[src/rtl/riscv_pkg.sv]
// Shared core types: boot loader FSM encoding and header width.
package riscv_pkg;

    localparam int LOADER_LEN_W = 16;

    typedef enum logic [2:0] {
        IDLE = 3'd0,
        LEN0 = 3'd1,
        LEN1 = 3'd2,
        DATA = 3'd3,
        DONE = 3'd4,
        ERR  = 3'd5
    } loader_state_t;

endpackage

[src/rtl/imem_loader_if.sv]
// Byte-stream input link and instruction-memory write port of the boot loader.
interface imem_loader_if #(
    parameter int ADDR_W = 8
);
    logic              in_valid;
    logic [7:0]        in_data;
    logic              in_ready;
    logic              imem_we;
    logic [ADDR_W-1:0] imem_addr;
    logic [31:0]       imem_wdata;

    // master: stream source and memory sink; slave: the loader itself
    modport master (output in_valid, in_data,
                    input  in_ready, imem_we, imem_addr, imem_wdata);
    modport slave  (input  in_valid, in_data,
                    output in_ready, imem_we, imem_addr, imem_wdata);
endinterface

[src/rtl/imem_loader_word_assembler.sv]
// Packs four little-endian bytes into a 32-bit word and flags the 4th byte.
module word_assembler (
    input  logic        clk,
    input  logic        rst,
    input  logic        clr,
    input  logic        en,
    input  logic [7:0]  din,
    output logic [31:0] word,
    output logic        word_done
);
    logic [23:0] sh;
    logic [1:0]  lane;

    // The 4th byte goes straight into bits [31:24] so the word is ready on the accepting edge.
    assign word      = {din, sh};
    assign word_done = en && (lane == 2'd3);

    // NOTE: state registers use non-blocking assignments so every flop samples pre-edge values.
    always_ff @(posedge clk or posedge rst) begin
        if (rst) begin
            sh   <= '0;
            lane <= '0;
        end else if (clr) begin
            sh   <= '0;
            lane <= '0;
        end else if (en) begin
            sh   <= {din, sh[23:8]};
            lane <= lane + 2'd1;
        end
    end
endmodule

[src/rtl/imem_loader.sv]
// Boot-time loader: length-prefixed byte stream -> imem words, holds the core in reset until loaded.
module imem_loader
    import riscv_pkg::*;
#(
    parameter int ADDR_W = 8,
    parameter int LEN_W  = LOADER_LEN_W
) (
    input  logic          clk,
    input  logic          rst,
    imem_loader_if.slave  bus,
    input  logic          load_req,
    output logic          core_rst,
    output logic          done,
    output logic          err
);
    localparam int               DEPTH   = 2 ** ADDR_W;
    localparam logic [LEN_W-1:0] DEPTH_L = LEN_W'(DEPTH);

    localparam logic [2:0] ST_IDLE = IDLE;
    localparam logic [2:0] ST_LEN0 = LEN0;
    localparam logic [2:0] ST_LEN1 = LEN1;
    localparam logic [2:0] ST_DATA = DATA;
    localparam logic [2:0] ST_DONE = DONE;
    localparam logic [2:0] ST_ERR  = ERR;

    logic [2:0]       state, ns;
    logic [7:0]       len_lo;
    logic [LEN_W-1:0] n_hdr;
    logic [ADDR_W:0]  n_words;
    logic [ADDR_W:0]  word_idx;
    logic             flush;
    logic             accept, clr, asm_en, word_done, word_last;
    logic [31:0]      word;

    assign accept    = bus.in_valid && bus.in_ready;
    assign n_hdr     = {bus.in_data, len_lo};
    assign asm_en    = accept && (state == ST_DATA);
    assign clr       = (ns == ST_LEN0) && (state != ST_LEN0);
    assign word_last = word_done && (word_idx == n_words - 1'b1);

    word_assembler u_asm (
        .clk       (clk),
        .rst       (rst),
        .clr       (clr),
        .en        (asm_en),
        .din       (bus.in_data),
        .word      (word),
        .word_done (word_done)
    );

    // NOTE: next-state is assigned a default first so no path through the case infers a latch.
    always_comb begin
        ns = state;
        case (state)
            ST_IDLE: ns = ST_LEN0;
            ST_LEN0: if (accept) ns = ST_LEN1;
            ST_LEN1: if (accept) begin
                if (n_hdr == '0)         ns = ST_DONE;
                else if (n_hdr > DEPTH_L) ns = ST_ERR;
                else                      ns = ST_DATA;
            end
            // flush marks the cycle the last word is on the write port; DONE follows it
            ST_DATA: if (flush) ns = ST_DONE;
            ST_DONE, ST_ERR: if (load_req) ns = ST_LEN0;
            default: ns = ST_IDLE;
        endcase
    end

    always_ff @(posedge clk or posedge rst) begin
        if (rst) begin
            state          <= ST_IDLE;
            len_lo         <= '0;
            n_words        <= '0;
            word_idx       <= '0;
            flush          <= 1'b0;
            bus.in_ready   <= 1'b0;
            bus.imem_we    <= 1'b0;
            bus.imem_addr  <= '0;
            bus.imem_wdata <= '0;
            core_rst       <= 1'b1;
            done           <= 1'b0;
            err            <= 1'b0;
        end else begin
            state       <= ns;
            flush       <= word_last;
            bus.imem_we <= word_done;
            if (state == ST_LEN0 && accept) len_lo  <= bus.in_data;
            if (state == ST_LEN1 && accept) n_words <= n_hdr[ADDR_W:0];
            if (word_done) begin
                bus.imem_addr  <= word_idx[ADDR_W-1:0];
                bus.imem_wdata <= word;
                word_idx       <= word_idx + 1'b1;
            end
            if (clr) word_idx <= '0;
            // the final byte of the program closes the link before DONE is reached
            bus.in_ready <= (ns == ST_LEN0 || ns == ST_LEN1 || ns == ST_DATA) && !word_last;
            core_rst     <= (ns != ST_DONE);
            done         <= (ns == ST_DONE);
            err          <= (ns == ST_ERR);
        end
    end
endmodule

[src/flat_wrapper.sv]
// flat-port wrapper written by rule: the top's interface ports become plain ports
module imem_loader_flat import riscv_pkg::*;
#(
    parameter int ADDR_W = 8,
    parameter int LEN_W  = LOADER_LEN_W
)
  (clk, rst, load_req, core_rst, done, err, bus_in_valid, bus_in_data, bus_in_ready, bus_imem_we, bus_imem_addr, bus_imem_wdata);
  imem_loader_if #(.ADDR_W(ADDR_W)) bus_i ();
  input  logic clk;
  input  logic rst;
  input  logic load_req;
  output logic core_rst;
  output logic done;
  output logic err;
  input wire logic [$bits(bus_i.in_valid)-1:0] bus_in_valid;
  input wire logic [$bits(bus_i.in_data)-1:0] bus_in_data;
  output wire logic [$bits(bus_i.in_ready)-1:0] bus_in_ready;
  output wire logic [$bits(bus_i.imem_we)-1:0] bus_imem_we;
  output wire logic [$bits(bus_i.imem_addr)-1:0] bus_imem_addr;
  output wire logic [$bits(bus_i.imem_wdata)-1:0] bus_imem_wdata;
  assign bus_i.in_valid = bus_in_valid;
  assign bus_i.in_data = bus_in_data;
  assign bus_in_ready = bus_i.in_ready;
  assign bus_imem_we = bus_i.imem_we;
  assign bus_imem_addr = bus_i.imem_addr;
  assign bus_imem_wdata = bus_i.imem_wdata;
  imem_loader #(.ADDR_W(ADDR_W), .LEN_W(LEN_W)) u_core (.clk(clk), .rst(rst), .bus(bus_i), .load_req(load_req), .core_rst(core_rst), .done(done), .err(err));
endmodule
[config.mk]
export PLATFORM = sky130hd
export DESIGN_NAME = imem_loader_flat
export DESIGN_NICKNAME = d
export VERILOG_FILES = /design/src/rtl/riscv_pkg.sv /design/src/rtl/imem_loader_if.sv /design/src/rtl/imem_loader_word_assembler.sv /design/src/rtl/imem_loader.sv /design/src/flat_wrapper.sv
export SDC_FILE = /design/constraint.sdc
export NUM_CORES = 1
export LEC_CHECK = 0
export BUFFER_PORTS_ARGS = -buffer_cell sky130_fd_sc_hd__buf_2
export CORE_MARGIN = 2
export CORE_UTILIZATION = 44
export CTS_CLUSTER_SIZE = 12
export DETAILED_ROUTE_END_ITERATION = 7
export GPL_TIMING_DRIVEN = 0
export SYNTH_ARGS = -nofsm -noshare
export SYNTH_HDL_FRONTEND = slang
export SYNTH_SLANG_ARGS = --single-unit
[constraint.sdc]
create_clock -name clk -period 3.49 [get_ports clk]
set_clock_uncertainty 0.2 [all_clocks]
set_input_delay 0.349 -clock clk [delete_from_list [all_inputs] [get_ports clk]]
set_output_delay 0.349 -clock clk [all_outputs]
set_load 0.01 [all_outputs]
# Word-level counts from Yosys, hierarchy flattened
# Cells that the tools add are included.
# word_totals
out_inout_bits	45
regBits	101
# op_classes
magnitude_cmp	1
reduce_logical	16
n_addsub	3
n_eq_ne	14
mux	13
# op_table
operator	n
2-to-1 mux 24 bit	2
2-to-1 mux 3 bit	6
2-to-1 mux 9 bit	2
> comparator 16 x 9 -> 1 bit (second input constant)	1
logical NOT 16 bit	1
case mux 3 bit (5 select lines)	1
equality test 3 x 2 -> 1 bit (second input constant)	4
equality test 3 bit (second input constant)	4
adder 9 x 1 -> 9 bit (second input constant)	1
equality test 9 bit	1
subtractor 9 x 1 -> 9 bit (second input constant)	1
logical AND 1 bit	8
equality test 3 x 1 -> 1 bit (second input constant)	2
2-to-1 mux 2 bit	2
nonzero test 2 bit	2
logical NOT 3 bit	1
inequality test 3 x 1 -> 1 bit (second input constant)	1
inequality test 3 bit (second input constant)	1
adder 2 x 1 -> 2 bit (second input constant)	1
equality test 2 bit (second input constant)	1
logical OR 1 bit	2
OR reduction 2 bit	1
logical NOT 1 bit	1

# Longest topological paths before layout
# Gate-level depths: netlist of run 1.
# depth
depth_word	9
ltp_mapped	11

# Modules after synthesis
# From an unflattened synthesis of run 1, not the netlist that was laid out.
# unflattened
cells_unflattened	354
area_unflattened_um2	4479.3
# by_module_without_submodules
module	area_each_um2	instances	cells_each
imem_loader	3320.7	1	259
word_assembler	1158.6	1	95

# Least setup slack after synthesis of run 1
# Ideal clock, no wire load.
# synth_path
path_type	reg2reg
start	register u_core.n_words[0]
end	register u_core.bus.in_ready
arrival_ps	1974
setup_ps	132
required_time_ps	3158
setup_slack_ps	1184
path_buffers	2
stages_incl_launch_ff	10
cell_sequence	dfrtp_1 buf_6 inv_1 ha_1 buf_2 or3b_1 a2111oi_2 nor3_2 nor4b_2 a211oi_1
# synth_via
elab_chain_cells	5
# synth_lines
element	line	rtl
from (decl)	imem_loader.sv:29	logic [ADDR_W:0] n_words;
from (signal assigned)	imem_loader.sv:88	if (state == ST_LEN1 && accept) n_words <= n_hdr[ADDR_W:0];
subtractor 9 x 1 -> 9 bit	imem_loader.sv:39	assign word_last = word_done && (word_idx == n_words - 1'b1);
equality test 9 bit	imem_loader.sv:39	
logical AND 1 bit	imem_loader.sv:39	
logical NOT 1 bit	imem_loader.sv:96	bus.in_ready <= (ns == ST_LEN0 || ns == ST_LEN1 || ns == ST_DATA) && !word_last;
logical AND 1 bit	imem_loader.sv:96	
to (signal assigned)	imem_loader.sv:96	
to (decl)	imem_loader_if.sv:16	output in_ready, imem_we, imem_addr, imem_wdata);
# No other way between the ends.
# A chain may end at the register's enable or synchronous reset.

# Worst setup path after layout of run 1
# layout_path
start	register u_core.n_words[1]
end	register u_core.bus.in_ready
# The elaborated chain is that of the path after synthesis.

==> results of run 1 <==
through the flow:
step                power, uW  std cells  utilization (%)
global route             4384        603            51.90
global placement         3320        585            49.54
finish                   4093        603            51.90
CTS                      4133        603            51.90
floorplan                2900        393                -
detailed placement       3371        586            49.83
routing by layer:
layer	routed length, um	up-vias
li1	-	1533
met1	4851	1588
met2	4976	77
met3	513	7
met4	123	0
met5	0	-
how the worst min path moves through the flow:
stage                     cells past startpoint                         to                    start  slack [ns]
after global routing                          3  u_core.bus.imem_wdata[30]           bus_in_data[6]        0.01
after floorplan                               2  u_core.bus.imem_wdata[24]           bus_in_data[0]        0.25
final                                         3  u_core.bus.imem_wdata[29]           bus_in_data[5]        0.03
after global placement                        2    u_core.bus.imem_addr[7]  u_core.bus.imem_addr[7]        0.25
after CTS                                     3  u_core.bus.imem_wdata[30]           bus_in_data[6]        0.02
after detailed placement                      2                u_core.done                      rst        0.25
logic make-up (layout without fill, tap and decap cells):
group	Yosys count	after routing	synth area share, %
multiplexers	66	66	15.29
flip-flops	101	101	54.49
buffers and inverters	33	107	4.476
AND/OR/NAND/NOR	114	114	12.65
AO/OA/AOI/OAI	55	55	8.331
adder cells (fa/ha/maj)	3	3	0.8089
XOR/XNOR	21	21	3.963
area by class of cell:
class,instances,area (um^2),share of cell area (%)
tap,136,170.2,3.190
timing repair buffer,58,317.8,5.958
sequential,101,2529,47.41
inverter,8,32.53,0.6099
clock inverter,6,65.06,1.220
multi-input combinational,259,1904,35.70
buffer,25,177.7,3.331
clock buffer,10,137.6,2.580
timing repair:
action | 4_1_cts | 5_1_grt
hold buffers | 1 | 0
endpoints found under the hold margin | 41 | 0
setup endpoints to repair | 0 | 0
flip-flops by register name (all words and copies together) (netlist names), 2 cells and up:
name and cells:
u_core.n_words 9, u_core.bus.imem_addr 8, u_core.bus.imem_wdata 32, u_core.u_asm.lane 2, u_core.state 3, u_core.u_asm.sh 24
u_core.word_idx 9, u_core.len_lo 8
power breakdown:
part / switching (uW) / internal (uW) / leakage [uW]
clock network: 446 / 300 / 0.000104
logic: 857 / 686 / 0.00116
registers: 300 / 1500 / 0.00135
total: 1600 / 2490 / 0.00261
worst register-to-register path: stages (launching register included):
cell	delay [ns]
dfrtp_1	0.45
inv_1	0.09
ha_1	0.18
buf_2	0.17
or3b_1	0.37
a2111oi_2	0.40
nor3_2	0.11
nor4b_2	0.28
a211oi_1	0.11
synthesized netlist by cell type, drive strengths merged:
cell type / number / area, um^2
dfrtp: 100 / 2502
nand2: 64 / 250.2
mux2: 39 / 439.2
a31oi: 35 / 219.0
mux2i: 27 / 270.3
buf: 22 / 166.4
nor2: 12 / 45.04
xnor2: 11 / 96.34
xor2: 10 / 87.58
inv: 8 / 30.03
nor3: 8 / 55.05
o21ai: 7 / 35.03
nand4: 6 / 37.54
nor4: 6 / 56.31
a211oi: 4 / 30.03
and3: 4 / 25.02
clkbuf: 3 / 11.26
ha: 3 / 37.54
nand2b: 2 / 15.02
nand3: 2 / 10.01
nor4b: 2 / 30.03
a2111oi: 1 / 15.01
a21boi: 1 / 7.510
a21oi: 1 / 5.000
a2bb2oi: 1 / 26.28
a311oi: 1 / 8.760
and2: 1 / 6.260
and3b: 1 / 8.760
and4: 1 / 8.760
and4b: 1 / 10.01
dfstp: 1 / 26.28
nor3b: 1 / 7.510
o21bai: 1 / 7.510
o221a: 1 / 11.26
o31a: 1 / 8.760
o31ai: 1 / 12.51
or2: 1 / 6.260
or3: 1 / 6.260
or3b: 1 / 8.760
placed cells by master, fill, tap and decap left out, types with 3 or more instances in the layout:
cell type	count
nand4_1	6
inv_1	5
nor4_2	3
o21ai_0	7
xnor2_1	11
clkbuf_1	3
nor4_1	3
nor2_1	12
nor3_1	5
buf_2	66
a31oi_1	35
ha_1	3
clkbuf_8	10
dfrtp_1	100
buf_6	7
and3_1	4
buf_4	5
nor3_2	3
xor2_1	10
mux2_2	39
mux2i_1	27
nand2_1	62
a211oi_1	4
==> results.tsv, run 1 <==
stage	metric	value	unit
die	# IOs	57	
timing	post-layout min period	2.465	ns
timing	Max transition margin	63.47	%
global_route	GR peak layer	met2	
worst_setup_path	last element of the critical path	u_core.bus.in_ready	
worst_setup_path	WP data required	3.53	ns
worst_setup_path	R2R setup slack	1.02	ns
clock_network	clk root buf	clkbuf_8	
final_layout	layout cells sized above 1	32.76	%
power	leakage	0.002614	uW
final_layout	post-route cell area	5334	um^2
die	core area	10280	um^2
route	post-route ant nets	0	
synthesis	sequential fraction of the synthesis area	54.49	%
worst_setup_path	FF-to-FF path depth	8	
synthesis	Synth cell types	47	
worst_setup_path	critical path's slowest cell	dfrtp_1	
route	Remaining DRCs	0	
die	die height	106.7	um
worst_setup_path	CP Launch Type	flop	
power	power per standard cell area	767.3	nW/um^2
clock_network	Worst-Skew Late Latency	0.36	ns
placement	Placed Area	5121	um^2
global_route	grt total ovfl	0	
worst_setup_path	Crit. Startpoint	u_core.n_words[1]	
synthesis	yosys warns	0	
clock_network	total CTS buffers	9	
synthesis	synthesized area per cell	11.81	um^2
worst_setup_path	kind of critical path	reg2reg	
die	die area	11380	um^2
timing	Tcrit/Tclk final	70.64	%
placement	dpl ws	1.038	ns
worst_setup_path	CP delay by family, top	simple AND/OR/NAND/NOR gates	
placement	DPL Wire Length	7594	um
global_route	largest net degree at the start of global routing	60	
final_layout	filler cell count in the final layout	973	
synthesis	Synth Net Count	408	
worst_setup_path	reg2reg end	u_core.bus.in_ready	
clock_network	CTS tree	yes	
synthesis	Cells after Synth	393	
worst_setup_path	Buf/Inv on CP	2	
worst_setup_path	Critical Path End Type	flop	
worst_setup_path	Levels on crit path	8	
route	1st-iter DRT viols	152	
flow_run	Max-Cap Viols	0	
worst_setup_path	CP max stage delay	0.45	ns
timing	Final WS setup	1.025	ns
outcome	status	finished clean	
worst_setup_path	worst-path fanout max	8	
die	chip width	106.7	um
placement	number of buffers added on ports	56	
clock_network	setup bufs post-CTS	0	
final_layout	Nets	477	
route	Vias/cell	5.315	
route	Routed WL per cell	17.35	um
timing	setup TNS	0	ns
route	Routed WL	10460	um
timing	Fmax	405.6	MHz
die	# rows	37	
clock_network	PostCTS Resize Cnt	0	
synthesis	#FFs+latches synth	101	
final_layout	Ant. Diodes	0	
clock_network	CTS sink count	101	
global_route	vias in the first global route	3123	
timing	WHS	0.03479	ns
route	vias	3205	
global_route	met2 Use GR	30.57	%
clock_network	clk slew on worst S/H paths	0.11	ns
timing	RSZ-0062 raised after global routing	no	
worst_setup_path	worst-path cell chain	inv_1, ha_1, buf_2, or3b_1, a2111oi_2, nor3_2, nor4b_2, a211oi_1	
power	Worst VDD drop	348.4	uV
global_route	first-pass GRT wire length	16960	um
timing	final hold viol count	0	
global_route	initial antenna violation count	0	
route	DRT Pass-1 Iters	4	
die	Starting Density	45.15	%
timing	final setup violation count	0	
timing	worst-margin pin slew	0.5479	ns
timing	Slew Viols, Final	0	
placement	Routability Congestion	0.8800	
global_route	Total GRT Usage	19.47	%
final_layout	area grow syn2layout	14.94	%
global_route	grt met3 use	4.195	%
global_route	M1 GR Usage	27.24	%
synthesis	synthesized area	4641	um^2
hold_path	type of the tightest min-delay check	in2reg	
clock_network	H-tree levels	3	
clock_network	Clock Tree Buf Depth	2	
worst_setup_path	RR Startpoint	u_core.n_words[1]	
worst_setup_path	Worst EP arrival	2.51	ns
Power figures use the tool's default switching activity.
==> run 2: changes to the inputs <==
--- a/config.mk
+++ b/config.mk
@@ -11,6 +11,7 @@
 export CTS_CLUSTER_SIZE = 12
 export DETAILED_ROUTE_END_ITERATION = 7
 export GPL_TIMING_DRIVEN = 0
+export PLACE_DENSITY = 0.66
 export SYNTH_ARGS = -nofsm -noshare
 export SYNTH_HDL_FRONTEND = slang
 export SYNTH_SLANG_ARGS = --single-unit
==> constraint.sdc (replaced) <==
create_clock -name clk -period 2 [get_ports clk]
set_clock_uncertainty 0.2 [all_clocks]
set_input_delay 0.2 -clock clk [delete_from_list [all_inputs] [get_ports clk]]
set_output_delay 0.2 -clock clk [all_outputs]
set_load 0.01 [all_outputs]
==> run 2 against run 1 <==
Effect of this change:
- the run now ends with negative setup slack left
- first-iteration DRC count increased by 14%
- register-to-register slack worse by 1.2 ns
- final area rose by 19%
- largest cell class unchanged
- global-route usage grew 1.5 points
- count of clock-buffer cells in the layout shrank 1
- power rose by 120%
- sequential share of layout area shrank 7.4 points
- utilization up 9.7 points
- via count up 8.4%
==> results.tsv, run 2 (synthesized netlist as in run 1, its figures left out) <==
stage	metric	value	unit
die	die height	106.7	um
final_layout	Ant. Diodes	0	
flow_run	Max-Cap Viols	0	
global_route	largest net degree at the start of global routing	44	
die	chip width	106.7	um
timing	Max transition margin	64.92	%
final_layout	filler cell count in the final layout	801	
power	Worst VDD drop	823.4	uV
power	power per standard cell area	1430	nW/um^2
timing	post-layout min period	2.185	ns
global_route	initial antenna violation count	0	
clock_network	total CTS buffers	9	
final_layout	Final Non-Filler Cells	644	
route	DRT Pass-1 Iters	4	
power	leakage	0.002897	uW
die	# rows	37	
clock_network	Worst-Skew Late Latency	0.36	ns
clock_network	clk slew on worst S/H paths	0.10	ns
worst_setup_path	CP Launch Type	flop	
worst_setup_path	Critical Path End Type	flop	
die	core area	10280	um^2
worst_setup_path	WP data required	2.04	ns
outcome	status	complete, but fails checks	
route	1st-iter DRT viols	174	
worst_setup_path	worst-path fanout max	7	
timing	setup TNS	-3.752	ns
final_layout	Core Util, Final	61.57	%
global_route	Total GRT Usage	20.92	%
final_layout	Nets	518	
final_layout	Reg with most FFs	u_core.bus.imem_wdata	
outcome	failing checks	negative setup slack	
worst_setup_path	worst-path cell chain	buf_6, inv_4, ha_4, buf_4, nor3b_1, nor4_1, nor3_2, nor4b_2, a211oi_2	
timing	Final WS setup	-0.1854	ns
final_layout	post-route cell area	6327	um^2
global_route	vias in the first global route	3416	
clock_network	Clock Tree Buf Depth	2	
placement	DPL Wire Length	7624	um
placement	number of buffers added on ports	56	
timing	Tcrit/Tclk final	109.3	%
route	Routed WL	12320	um
die	Starting Density	45.15	%
route	Routed WL per cell	19.12	um
timing	Slew Viols, Final	0	
global_route	first-pass GRT wire length	18380	um
worst_setup_path	kind of critical path	reg2reg	
final_layout	max reg flops	32	
clock_network	CTS sink count	101	
timing	final hold viol count	0	
clock_network	H-tree levels	3	
route	vias	3474	
die	die area	11380	um^2
route	Remaining DRCs	0	
timing	RSZ-0062 raised after global routing	yes	
worst_setup_path	Worst EP arrival	2.23	ns
timing	worst-margin pin slew	0.5250	ns
hold_path	type of the tightest min-delay check	in2reg	
route	Vias/cell	5.394	
placement	Routability Congestion	0.8704	
final_layout	largest registers	u_core.bus.imem_wdata: 32 flops, u_core.u_asm.sh: 24 flops	
final_layout	highest-count cells in the layout ignoring fill and taps	98 x dfrtp_1, 60 x nand2_1, 56 x buf_2	
route	post-route ant nets	0	
final_layout	most common cell after layout, fill and taps aside	dfrtp_1	
clock_network	clk root buf	clkbuf_8	
worst_setup_path	CP max stage delay	0.39	ns
global_route	grt total ovfl	0	
placement	Placed Area	5156	um^2
timing	Fmax	457.6	MHz
timing	final setup violation count	36	
final_layout	layout cells sized above 1	44.69	%
die	# IOs	57	
worst_setup_path	critical path's slowest cell	nor4_1	
clock_network	CTS tree	yes	
final_layout	area grow syn2layout	36.34	%
placement	Cells after DPL	587	
-- run 2: power by group --
group / leakage, uW / switching [uW] / internal (uW)
sequential: 0.00135 / 581 / 2630
combinational: 0.00144 / 2330 / 2010
clock: 0.000110 / 764 / 727
total: 0.00290 / 3680 / 5370
-- run 2: stage by stage --
step                hold slack (ns)  setup WS [ns]  power, uW
CTS                         0.01389        -0.1770       8195
global placement             0.2546        -0.2885       5833
detailed placement          0.07561        -0.3692       5945
finish                      0.02838        -0.1854       9045
global route                0.02655        -0.2384       9484
floorplan                    0.1054        -0.1632       5113
-- run 2: worst max-delay path: cells and delay by family, from the launching register on --
kind | cells | cell delay, ns
simple gates | 4 | 0.95
buf+inv | 3 | 0.29
compound gates | 1 | 0.13
fa+ha+maj | 1 | 0.14
flops | 1 | 0.35
-- run 2: layout make-up --
class                   count  area (um^2)  area share, %
inverters                   8        41.29         0.6526
flip-flops and latches    101         2531          40.00
plain buffers              24        269.0          4.252
multi-input cells         259         2335          36.90
well taps                 136        170.2          2.689
repair buffers            100        750.7          11.86
clock buffers               9        123.9          1.958
clock inverters             7        106.4          1.681
-- run 2: path summary, 6_finish.rpt --
kind | from | to | slack [ns] | depth (start not counted)
max in group asynchronous | rst | u_core.n_words[1] | 0.79 | 4
worst max register to register | u_core.n_words[0] | u_core.bus.in_ready | -0.19 | 9
min in group asynchronous | rst | u_core.state[0] | 0.21 | 3
worst max-delay path | u_core.n_words[0] | u_core.bus.in_ready | -0.19 | 9
worst min register to register | u_core.bus.imem_addr[3] | u_core.bus.imem_addr[3] | 0.28 | 2
worst min-delay path | bus_in_data[0] | u_core.len_lo[0] | 0.03 | 2
-- run 2: repair_timing --
| item | 4_1_cts | 5_1_grt |
|---|---|---|
| hold buffers | 11 | 0 |
| setup buffers | 15 | 9 |
| hold endpoints to repair | 38 | 0 |
| pin swaps | 37 | 15 |
| setup endpoints to repair | 76 | 71 |
| gates resized for setup | 58 | 48 |
| gates cloned | 6 | 2 |
-- run 2: layer usage --
metal	global-route usage, %	vias up	routed length, um
li1	-	1620	-
met1	27.86	1766	5412
met2	34.71	69	6237
met3	2.857	19	388
met4	8.349	0	276
met5	0	-	0
